**config.mk**
```make
export PLATFORM = sky130hd
export DESIGN_NAME = imem_responder
export DESIGN_NICKNAME = d
export VERILOG_FILES = /design/src/rtl/cpu_pkg.sv /design/src/rtl/imem_responder.sv
export SDC_FILE = /design/constraint.sdc
export NUM_CORES = 1
export LEC_CHECK = 0
export BUFFER_PORTS_ARGS = -buffer_cell sky130_fd_sc_hd__buf_2
export CAP_MARGIN = 40
export CORE_MARGIN = 5
export CORE_UTILIZATION = 56
export CTS_CLUSTER_SIZE = 28
export DETAILED_ROUTE_END_ITERATION = 16
export GPL_ROUTABILITY_DRIVEN = 0
export HOLD_SLACK_MARGIN = 0.1
export MAX_ROUTING_LAYER = met4
export PLACE_DENSITY_LB_ADDON = 0.05
export SYNTH_ARGS = -nofsm -noshare
export SYNTH_HDL_FRONTEND = slang
export SYNTH_SLANG_ARGS = --single-unit
```
**constraint.sdc**
```tcl
create_clock -name clk -period 6.85 [get_ports clk]
set_input_delay 0.3425 -clock clk [delete_from_list [all_inputs] [get_ports clk]]
set_output_delay 0.3425 -clock clk [all_outputs]
set_load 0.01 [all_outputs]
```
**src/rtl/cpu_pkg.sv**
```systemverilog
// Shared CPU definitions: instruction-fetch state encoding and the canonical NOP.
package cpu_pkg;

  typedef enum logic [1:0] {
    FS_IDLE,
    FS_LOOKUP,
    FS_BUS,
    FS_RESP
  } fetch_state_t;

  localparam logic [31:0] NOP_INSTR = 32'h0000_0013;

endpackage

```
**src/rtl/imem_responder.sv**
```systemverilog
// Instruction-fetch responder: one-entry instruction buffer in front of a
// handshaked backing memory, with misalignment and timeout fault reporting.
module imem_responder #(
  parameter int unsigned TIMEOUT   = 255,
  parameter logic [31:0] NOP_INSTR = cpu_pkg::NOP_INSTR
) (
  input  logic        clk,
  input  logic        RST,
  input  logic [31:0] PCaddr,
  input  logic        flush,
  output logic        iready,
  output logic [31:0] instr,
  output logic        ifault,
  output logic        mem_ren,
  output logic [31:0] mem_addr,
  input  logic [31:0] mem_rdata,
  input  logic        mem_ack
);
  import cpu_pkg::*;

  localparam int unsigned CW = ($clog2(TIMEOUT) > 8) ? $clog2(TIMEOUT) : 8;
  localparam logic [CW-1:0] CNT_LAST = CW'(TIMEOUT - 1);

  fetch_state_t  state_q, state_n;
  logic [31:0]   instr_q, instr_n;
  logic          ifault_q, ifault_n;
  logic          valid_q, valid_n;
  logic [29:0]   tag_q, tag_n;
  logic [31:0]   addr_q, addr_n;
  logic [CW-1:0] cnt_q, cnt_n;

  always_ff @(posedge clk or posedge RST) begin
    if (RST) begin
      state_q  <= FS_IDLE;
      instr_q  <= NOP_INSTR;
      ifault_q <= 1'b0;
      valid_q  <= 1'b0;
      tag_q    <= '0;
      addr_q   <= '0;
      cnt_q    <= '0;
    end else begin
      state_q  <= state_n;
      instr_q  <= instr_n;
      ifault_q <= ifault_n;
      valid_q  <= valid_n;
      tag_q    <= tag_n;
      addr_q   <= addr_n;
      cnt_q    <= cnt_n;
    end
  end

  always_comb begin
    state_n  = state_q;
    instr_n  = instr_q;
    ifault_n = ifault_q;
    valid_n  = valid_q;
    tag_n    = tag_q;
    addr_n   = addr_q;
    cnt_n    = cnt_q;
    iready   = 1'b0;
    mem_ren  = 1'b0;
    mem_addr = {addr_q[31:2], 2'b00};

    case (state_q)
      FS_IDLE: state_n = FS_LOOKUP;

      FS_LOOKUP: begin
        if (PCaddr[1:0] != 2'b00) begin
          instr_n  = NOP_INSTR;
          ifault_n = 1'b1;
          state_n  = FS_RESP;
        end else if (valid_q && (PCaddr[31:2] == tag_q)) begin
          // Buffered word is already sitting in instr_q.
          ifault_n = 1'b0;
          state_n  = FS_RESP;
        end else begin
          addr_n  = PCaddr;
          cnt_n   = '0;
          state_n = FS_BUS;
        end
      end

      FS_BUS: begin
        mem_ren = 1'b1;
        if (mem_ack) begin
          instr_n  = mem_rdata;
          tag_n    = addr_q[31:2];
          valid_n  = 1'b1;
          ifault_n = 1'b0;
          state_n  = FS_RESP;
        end else if (cnt_q == CNT_LAST) begin
          instr_n  = NOP_INSTR;
          ifault_n = 1'b1;
          valid_n  = 1'b0;
          state_n  = FS_RESP;
        end else begin
          cnt_n = cnt_q + 1'b1;
        end
      end

      FS_RESP: begin
        iready  = 1'b1;
        state_n = FS_LOOKUP;
      end

      default: state_n = FS_IDLE;
    endcase

    // Flush wins over any fill on the same edge; the in-flight word is still delivered.
    if (flush) valid_n = 1'b0;
  end

  assign instr  = instr_q;
  assign ifault = ifault_q;

endmodule
```
==> qor.txt <==
Finished Core Util: 0.695
Distinct cells, synth: 38
Hold depth: 2
Initial antenna violation count: 0
Area of the multi-input gates: 0.00195 mm^2
Vias in the first global route: 3625
Initial DRC count: 166
GRT Util Overall: 0.224
Post-synth top cells: 101 x dfrtp_1, 99 x nand2_1, 38 x nand3_1
Initial Utilization: 0.579
Max stage delay on crit path: 0.59 ns
Net Switching: 0.773 mW
CTS tree: built
Fin crit period: 2.55 ns
Largest net degree at the start of global routing: 68
Hold_sp: flush
Clk pwr share: 0.204
Die area: 0.0105 mm^2
Setup TNS: 0 ns
Wirelength, routed: 11.3 mm
Placement Setup Slack: 4.29 ns
Outcome: completed
RSZ-0062 raised after global routing: false
Met2 WL: 5.59 mm
Crit path max fanout: 39
DP Wirelength: 8.06 mm
DP Area: 0.00552 mm^2
Synth area leaders: dfrtp_1 53%, mux2_4 9.1%, nand2_1 7.7%, xnor2_1 5.5%, nand3_1 4.0%
Final hold slack: 0.128 ns
Setup crit start kind: register
Seq/Total Area, Yosys: 0.542
DRT antenna net count: 0
Ant diodes: 0
Post-synth EDFFs: 0
Clock slew seen by the registers of the worst setup and hold paths: 0.10 ns
First-pass GRT wire length: 17.8 mm
Hold path endpoint: valid_q$_DFFE_PP0P_
CTS buffer count: 9
Fmax: 393 MHz
Final setup skew: 0.0108 ns
Share of cells above drive strength 1: 0.327
Hold Vio Cnt, Final: 0
Final Setup Violations: 0
Most used cell, CP: a21oi_1
Worst R2R End: ifault$_DFFE_PP0P_
Synth area leader: dfrtp_1
Htree depth: 3
Cell area power density: 383 mW/mm^2
P_int: 1.43 mW
Max Root-Sink Buffers: 2
# rows: 33
Cells along the critical path: inv_1 > ha_1 > and2_2 > buf_4 > a21oi_1 > mux2i_1 > a21oi_1
Die W: 103 um
VDD IR max: 0.000213 V
Hold Crit Class: input pin to register
Register area: 0.00261 mm^2
Comb power frac: 0.351
Fin crit share: 0.372
Drt pass-1 iters: 4
DR WL/cell: 16.1 um
Met3 wire len: 707 um
I/O pins: 135
FF-to-FF setup slack: 4.30 ns
Synth top area share: 0.526
#FFs+latches synth: 104
Count leader, synth: dfrtp_1
Top Layer Used: met4
Final worst setup slack: 4.30 ns
Critical Path End Type: register
YS warnings: 0
Residual DRC count: 0
CTS Root Cell: clkbuf_8
Worst Tran Pin Value: 0.839 ns
Mapped cell area: 0.00481 mm^2
Relative slew slack: 0.441
Max stage delay cell, worst path: ha_1
Syn Inst Count: 465
CP required: 7.10 ns
Top_reg_cell synth: dfrtp_1
Fillers: 666
Worst Path Arrival: 2.79 ns
Worst-skew pair later-pin latency: 0.36 ns
IO Port Bufs: 132
Fin area: 0.00576 mm^2
Slew Viols, Final: 0
Sinks on Clock Net: 104
Reg2Reg Depth: 7
Post-Syn Area per Cell: 10.3 um^2
GRT overflow: 0
Register share of total power: 0.445
Vias per std cell: 5.23
Maxcap violations: 0
Static leakage: 2.85 nW
Net Sw Frac: 0.350
Die H: 103 um
Layout overhead on the synthesized area: 19.9%
R2r startpoint: state_q[0]$_DFFE_PP0P_
Async set or reset register ratio after synthesis: 1.00
Critical path type: register to register
Core ar.: 0.00830 mm^2
NumNets Final: 665
Vias: 3671
Met1 WL: 4.80 mm
Crit path from: state_q[0]$_DFFE_PP0P_
==> flip-flops by register name, summed over array words and instances, names as in the netlist <==
signal / count
valid_q: 1
state_q: 2
addr_q: 30
cnt_q: 8
tag_q: 30
instr: 32
ifault: 1
==> cell type report <==
class,count,share of cell area
Sequential cell,104,0.452
Multi-Input combinational cell,304,0.338
Timing Repair Buffer,138,0.123
Inverter,35,0.0232
Clock buffer,11,0.0228
Tap cell,105,0.0228
Clock inverter,5,0.0180
==> worst max-delay path by stage <==
stage | endpoint | slack [ns] | cells after the start
after floorplan | addr_q[10]$_DFFE_PP0P_ | 3.78 | 1
after global placement | addr_q[31]$_DFFE_PP0P_ | 4.31 | 8
after detailed placement | addr_q[31]$_DFFE_PP0P_ | 4.29 | 8
after CTS | ifault$_DFFE_PP0P_ | 4.32 | 7
after global routing | ifault$_DFFE_PP0P_ | 4.11 | 7
final | ifault$_DFFE_PP0P_ | 4.30 | 7
==> logic make-up after synthesis <==
kind of cell,share of synthesized area
XOR/XNOR,0.0547
adder cells (fa/ha/maj),0.0130
AND/OR/NAND/NOR,0.161
AO/OA/AOI/OAI,0.0789
other,0.000780
multiplexers,0.0950
flip-flops,0.542
buffers and inverters,0.0547
==> power by group through the flow <==
stage / Combinational (mW) / Sequential [mW] / Clock [mW]
5_1_grt: 0.855 / 1.01 / 0.484
3_5_place_dp: 0.781 / 0.988 / 0
4_1_cts: 0.786 / 0.982 / 0.456
3_3_place_gp: 0.759 / 0.981 / 0
6_report: 0.775 / 0.982 / 0.449
2_1_floorplan: 0.492 / 1.01 / 0
==> worst max-delay path: cells and delay by family (launching register included) <==
kind	cells	cell delay [ns]
AO/OA/AOI/OAI	2	0.16
adder cells (fa/ha/maj)	1	0.59
buffers and inverters	2	0.53
flip-flops	1	0.43
multiplexers	1	0.14
AND/OR/NAND/NOR	1	0.54
==> stage by stage <==
step	std cells	total power, mW
floorplan	466	1.50
global placement	685	1.74
detailed placement	685	1.77
CTS	702	2.22
global route	702	2.35
finish	702	2.21
==> routing by layer <==
layer  global-route usage  up-vias
li1                     -     1783
met1                0.287     1752
met2                0.374      119
met3               0.0332       17
met4               0.0646        0
met5                    -        -
==> layout by cell type (no fill, tap or decap), types with 2 or more instances in the layout <==
cell type  count
buf_2        132
dfrtp_1      101
dfstp_2        3
nand3b_1       2
o21ai_0       34
clkbuf_1       2
a21oi_1       13
nor2_1        13
or3_1          2
ha_1           5
bufinv_16      3
a21o_2         2
nand4_1        8
nand3_1       38
mux2_4        29
clkbuf_8       9
nor3_1         2
o22ai_1        2
conb_1         2
and3_1         2
inv_1         34
o2bb2ai_1      4
nor4_2         2
o31ai_1        2
buf_4          5
a211o_1        2
nand2_1       99
xnor2_1       30
==> timing repair <==
item,in CTS,in global routing
resized for setup,0,0
hold buffers,1,0
endpoints found under the setup margin,0,0
endpoints found under the hold margin,37,0
setup buffers,0,0
No activity file was read; power rests on OpenSTA's default activity.
